**config.mk**
```make
export PLATFORM = sky130hd
export DESIGN_NAME = stream_mux_rr_flat
export DESIGN_NICKNAME = d
export VERILOG_FILES = /design/src/rtl/stream_mux_rr_if.sv /design/src/rtl/stream_mux_rr.sv /design/src/flat_wrapper.sv
export SDC_FILE = /design/constraint.sdc
export NUM_CORES = 1
export LEC_CHECK = 0
export CAP_MARGIN = 20
export CORE_MARGIN = 5
export CORE_UTILIZATION = 42
export DETAILED_ROUTE_END_ITERATION = 8
export HOLD_SLACK_MARGIN = 0.02
export PLACE_DENSITY_LB_ADDON = 0.05
export SYNTH_ARGS = -nofsm -noshare
export SYNTH_HDL_FRONTEND = slang
export SYNTH_SLANG_ARGS = --single-unit
```
**constraint.sdc**
```tcl
create_clock -name clk -period 5.1 [get_ports clk]
set_input_delay 1.02 -clock clk [delete_from_list [all_inputs] [get_ports clk]]
set_output_delay 1.02 -clock clk [all_outputs]
set_load 0.02 [all_outputs]
```
**src/rtl/stream_mux_rr_if.sv**
```systemverilog
// Bundle of the N input streams and the single registered output stream of stream_mux_rr.
// slave is the multiplexer's view; master is the producer/consumer side that drives it.
interface stream_mux_rr_if #(
  parameter int WIDTH = 8,
  parameter int N     = 4
);
  localparam int SW = $clog2(N);

  logic [N*WIDTH-1:0] in_data;
  logic [N-1:0]       in_valid;
  logic [N-1:0]       in_last;
  logic [N-1:0]       in_ready;
  logic [WIDTH-1:0]   out_data;
  logic               out_valid;
  logic               out_last;
  logic [SW-1:0]      out_sel;
  logic               out_ready;

  modport slave (
    input  in_data, in_valid, in_last, out_ready,
    output in_ready, out_data, out_valid, out_last, out_sel
  );

  modport master (
    output in_data, in_valid, in_last, out_ready,
    input  in_ready, out_data, out_valid, out_last, out_sel
  );
endinterface

```
**src/rtl/stream_mux_rr.sv**
```systemverilog
// N-channel valid/ready/last stream multiplexer with round-robin arbitration,
// optional per-packet grant locking and a single registered output slot.
module stream_mux_rr #(
  parameter int WIDTH    = 8,
  parameter int N        = 4,
  parameter bit LOCK_PKT = 1'b1
) (
  input  logic           clk,
  input  logic           rst_n,
  stream_mux_rr_if.slave bus
);
  localparam int SW = $clog2(N);
  localparam logic [N-1:0] ONE_HOT0 = {{(N-1){1'b0}}, 1'b1};

  typedef enum logic {ARB = 1'b0, LOCKED = 1'b1} state_t;

  state_t           state_r, state_nx_s;
  logic [SW-1:0]    ptr_r, ptr_nx_s;
  logic [SW-1:0]    lock_ch_r, lock_ch_nx_s;
  logic [SW-1:0]    cand_s, gidx_s;
  logic             gvalid_s;
  logic [N-1:0]     grant_s;
  logic             load_en_s, xfer_s;
  logic [WIDTH-1:0] sel_data_s;
  logic             sel_last_s;

  logic [WIDTH-1:0] out_data_r;
  logic             out_valid_r, out_last_r;
  logic [SW-1:0]    out_sel_r;

  // Slot accepts a new beat when empty or draining; rst_n keeps in_ready low during reset.
  assign load_en_s    = rst_n & (~out_valid_r | bus.out_ready);
  assign grant_s      = gvalid_s ? (ONE_HOT0 << gidx_s) : {N{1'b0}};
  assign bus.in_ready = grant_s & {N{load_en_s}};
  assign xfer_s       = gvalid_s & load_en_s;

  assign bus.out_data  = out_data_r;
  assign bus.out_valid = out_valid_r;
  assign bus.out_last  = out_last_r;
  assign bus.out_sel   = out_sel_r;

  // Grant selection: the locked channel only, or the first valid channel at or after ptr.
  always_comb begin
    gidx_s   = {SW{1'b0}};
    gvalid_s = 1'b0;
    cand_s   = {SW{1'b0}};
    case (state_r)
      LOCKED: begin
        gidx_s   = lock_ch_r;
        gvalid_s = bus.in_valid[lock_ch_r];
      end
      ARB: begin
        // Walk the priority order backwards so the earliest valid candidate is written last.
        for (int k = N - 1; k >= 0; k--) begin
          cand_s   = SW'((int'(ptr_r) + k) % N);
          gidx_s   = bus.in_valid[cand_s] ? cand_s : gidx_s;
          gvalid_s = gvalid_s | bus.in_valid[cand_s];
        end
      end
      default: begin
        gidx_s   = {SW{1'b0}};
        gvalid_s = 1'b0;
      end
    endcase
  end

  // Data/last of the granted channel, muxed with constant slice indices.
  always_comb begin
    sel_data_s = {WIDTH{1'b0}};
    sel_last_s = 1'b0;
    for (int i = 0; i < N; i++) begin
      sel_data_s = (gidx_s == SW'(i)) ? bus.in_data[i*WIDTH +: WIDTH] : sel_data_s;
      sel_last_s = (gidx_s == SW'(i)) ? bus.in_last[i] : sel_last_s;
    end
  end

  // Arbiter next state: a transfer either closes the packet (advance ptr) or opens a lock.
  always_comb begin
    state_nx_s   = state_r;
    ptr_nx_s     = ptr_r;
    lock_ch_nx_s = lock_ch_r;
    if (xfer_s) begin
      if (sel_last_s || (LOCK_PKT == 1'b0)) begin
        state_nx_s = ARB;
        ptr_nx_s   = (gidx_s == SW'(N - 1)) ? {SW{1'b0}} : gidx_s + SW'(1);
      end else begin
        state_nx_s   = LOCKED;
        lock_ch_nx_s = gidx_s;
      end
    end else begin
      state_nx_s = state_r;
    end
  end

  // Arbiter state register.
  always_ff @(posedge clk or negedge rst_n) begin
    if (!rst_n) begin
      state_r   <= ARB;
      ptr_r     <= {SW{1'b0}};
      lock_ch_r <= {SW{1'b0}};
    end else begin
      state_r   <= state_nx_s;
      ptr_r     <= ptr_nx_s;
      lock_ch_r <= lock_ch_nx_s;
    end
  end

  // Output slot: payload only changes on a transfer so it stays stable under backpressure.
  always_ff @(posedge clk or negedge rst_n) begin
    if (!rst_n) begin
      out_valid_r <= 1'b0;
      out_data_r  <= {WIDTH{1'b0}};
      out_last_r  <= 1'b0;
      out_sel_r   <= {SW{1'b0}};
    end else if (load_en_s) begin
      out_valid_r <= xfer_s;
      if (xfer_s) begin
        out_data_r <= sel_data_s;
        out_last_r <= sel_last_s;
        out_sel_r  <= gidx_s;
      end
    end
  end
endmodule
```
**src/flat_wrapper.sv**
```systemverilog
// flat-port wrapper written by rule: the top's interface ports become plain ports
module stream_mux_rr_flat 
#(
  parameter int WIDTH    = 8,
  parameter int N        = 4,
  parameter bit LOCK_PKT = 1'b1
)
  (clk, rst_n, bus_in_data, bus_in_valid, bus_in_last, bus_out_ready, bus_in_ready, bus_out_data, bus_out_valid, bus_out_last, bus_out_sel);
  stream_mux_rr_if #(.WIDTH(WIDTH), .N(N)) bus_i ();
  input  logic clk;
  input  logic rst_n;
  input wire logic [$bits(bus_i.in_data)-1:0] bus_in_data;
  input wire logic [$bits(bus_i.in_valid)-1:0] bus_in_valid;
  input wire logic [$bits(bus_i.in_last)-1:0] bus_in_last;
  input wire logic [$bits(bus_i.out_ready)-1:0] bus_out_ready;
  output wire logic [$bits(bus_i.in_ready)-1:0] bus_in_ready;
  output wire logic [$bits(bus_i.out_data)-1:0] bus_out_data;
  output wire logic [$bits(bus_i.out_valid)-1:0] bus_out_valid;
  output wire logic [$bits(bus_i.out_last)-1:0] bus_out_last;
  output wire logic [$bits(bus_i.out_sel)-1:0] bus_out_sel;
  assign bus_i.in_data = bus_in_data;
  assign bus_i.in_valid = bus_in_valid;
  assign bus_i.in_last = bus_in_last;
  assign bus_i.out_ready = bus_out_ready;
  assign bus_in_ready = bus_i.in_ready;
  assign bus_out_data = bus_i.out_data;
  assign bus_out_valid = bus_i.out_valid;
  assign bus_out_last = bus_i.out_last;
  assign bus_out_sel = bus_i.out_sel;
  stream_mux_rr #(.WIDTH(WIDTH), .N(N), .LOCK_PKT(LOCK_PKT)) u_core (.clk(clk), .rst_n(rst_n), .bus(bus_i));
endmodule
```
==> run summary <==
n_diodes: 0
ratio of cells with drive above 1 in the final layout: 8.901%
Startpoint Class: input port
DR DRC count: 0
Die Span X: 62.18 um
die height: 62.18 um
outcome: finished clean
WL per Instance: 15.41 um
final hold vios: 0
Reg clk slew, reported paths: 0.10 ns
max_cap viols: 0
Post-CTS Setup Bufs: 0
Placed Area: 1778 um2
# hold bufs at CTS: 0
drt first pass iters: 4
clock tree buffer depth: 2
Core Area: 2686 um2
cell mode on critical path: clkdlybuf4s50_1
CP arrival: 3.50 ns
RSZ-0062 raised after global routing: false
Iter 0 DRT Violations: 126
Top-Level Pins: 59
Max Freq: 221.2 MHz
routability cong.: 0.8840
Distinct cells, synth: 30
Pwr Total: 0.001004 W
peak supply drop: 0.4625 mV
Async S/R FF share, synth: 100.0%
CTS tree: done
Antenna Nets Post-Route: 0
synthesized cell area: 1144 um2
GRT Total Usage: 17.63%
CTS H-tree lvls: 1
clock latency at the later pin of the worst-skew pair: 0.29 ns
half-perimeter wire length after placement: 2715 um
vias per std cell: 5.293
Slowest cell on crit path: clkdlybuf4s50_1
syn nets: 178
Post-synth EDFFs: 0
post-cts resize count: 0
starting density of the core: 42.57%
Mapped Cells: 131
clock skew: 0.005384 ns
CP peak stage delay: 0.60 ns
power per cell area: 556.3 nW/um2
minimum clock period: 4.521 ns
first-pass GRT wire length: 5582 um
Worst Tran Pin Value: 0.7448 ns
DRT Wirelength: 3421 um
post-route cell area: 1805 um2
synth-to-layout area growth: 57.88%
Max Slew Vio Count: 0
CP Cell Sequence: clkdlybuf4s50_1 > nand2_1 > a311oi_1 > o41ai_1 > buf_4 > inv_1 > ha_1 > and2_1 > clkdlybuf4s50_1
largest net degree at the start of global routing: 19
placed cells: 218
Synth warnings: 0
die area: 3866 um2
worst hold slack: 0.5123 ns
Yosys reg bits: 17
Final nets: 239
Num CTS Buffers: 3
clock sink count: 17
Leak: 0.7504 nW
critical path class: input port to primary output
fin crit share: 88.64%
gr ovfl total: 0
Required @ worst endpoint: 4.08 ns
final setup violation count: 0
register area share after synthesis: 37.20%
Crit. End Element: primary output
Vias: 1,175
Mapped Avg Cell Area: 8.730 um2
vias in the first global route: 1,218
cell chosen for the clock root: clkbuf_4
Finished Layout Cells: 222
I/O Buffers: 58
setup TNS: 0 ns
initial antenna violation count: 0
crit-path max FO: 12
Main synth FF type: dfrtp_1
Rows: 19
min-delay worst type: flop to flop
Slew HR: 50.34%
FILL cells: 240
[cell families after synthesis]
logic type / synth area share (%)
buffers and inverters: 6.236
adders and majority gates: 4.377
AOI/OAI and AO/OA: 25.71
muxes: 8.206
and+or+nand+nor: 18.27
DFF: 37.20
[where the power goes]
part           internal, W  switching [W]   total, W
Combinational     0.000326       0.000357   0.000682
Sequential        0.000202      0.0000493   0.000251
Clock            0.0000291      0.0000420  0.0000711
Total             0.000557       0.000448    0.00100
[layer usage]
layer / GRT usage [%] / part of all wire, % / up-vias
met4: 2.439 / 0.41 / 0
met5: 0 / 0 / -
met1: 18.96 / 40 / 548
li1: - / - / 588
met2: 33.29 / 54 / 37
met3: 6.126 / 6.0 / 2
[sequential cells by signal, summed over array words and instances, names as in the netlist]
register	cells
u_core.bus.out_last	1
u_core.bus.out_data	8
u_core.ptr_r	2
u_core.bus.out_sel	2
u_core.lock_ch_r	2
u_core.state_r	1
u_core.bus.out_valid	1
[area by class of cell]
type | count | area, um2 | share of cell area [%]
multi-input combinational | 95 | 646.9 | 35.83
clock buffer | 3 | 22.52 | 1.247
inverter | 11 | 41.29 | 2.287
sequential | 17 | 425.4 | 23.56
tap | 31 | 38.79 | 2.148
timing repair buffer | 64 | 625.6 | 34.65
clock inverter | 1 | 5.005 | 0.2772
[metrics by stage]
step	utilization, %	worst slack (ns)
2_1_floorplan	-	1.198
3_3_place_gp	66.19	0.6880
3_5_place_dp	66.19	0.6132
4_1_cts	67.21	0.6038
5_1_grt	67.21	0.3897
6_report	67.21	0.5794
[placed cells by master (no fill, tap or decap), types with 3 or more instances in the layout]
| cell | netlist | layout |
|---|---|---|
| buf_4 | 0 | 6 |
| a22oi_1 | 3 | 3 |
| and2_1 | 4 | 4 |
| mux2i_1 | 3 | 3 |
| clkdlybuf4s50_1 | 0 | 58 |
| dfrtp_1 | 17 | 17 |
| nor2_1 | 11 | 11 |
| nor3_1 | 7 | 7 |
| a221oi_1 | 7 | 7 |
| nor2b_1 | 9 | 9 |
| a21oi_1 | 19 | 19 |
| clkbuf_4 | 0 | 3 |
| nand2_1 | 5 | 5 |
| ha_1 | 4 | 4 |
| inv_1 | 11 | 11 |
| a211oi_1 | 3 | 3 |
[critical path, delay by kind of cell]
kind | cells | cell delay, ns
buffers and inverters | 4 | 1.41
AO/OA/AOI/OAI | 2 | 0.40
adder cells (fa/ha/maj) | 1 | 0.38
AND/OR/NAND/NOR | 2 | 0.28
[final timing paths]
kind | from | endpoint | slack, ns | cells past startpoint
max | bus_in_valid[0] | bus_in_ready[1] | 0.58 | 9
min | u_core.bus.out_valid | u_core.bus.out_valid | 0.51 | 1
max reg2reg | u_core.ptr_r[1] | u_core.ptr_r[1] | 1.81 | 11
min reg2reg | u_core.bus.out_valid | u_core.bus.out_valid | 0.51 | 1
max in group asynchronous | rst_n | u_core.bus.out_data[5] | 3.76 | 2
min in group asynchronous | rst_n | u_core.bus.out_sel[0] | 1.14 | 2
[synth_stat cells (2+ instances only)]
master / instances / area share (%)
mux2_2: 2 / 2.0
nand2_1: 5 / 1.6
mux2i_1: 3 / 2.6
a211oi_1: 3 / 2.0
and2_1: 4 / 2.2
nor2b_1: 9 / 4.9
ha_1: 4 / 4.4
a21oi_1: 19 / 8.3
a21o_1: 2 / 1.3
o21ai_0: 2 / 0.88
mux2_4: 2 / 2.6
clkbuf_1: 8 / 2.6
a221oi_1: 7 / 5.4
a22oi_1: 3 / 2.0
nor2_1: 11 / 3.6
inv_1: 11 / 3.6
nor3_1: 7 / 3.1
dfrtp_1: 17 / 37
No activity file was read; power rests on OpenSTA's default activity.
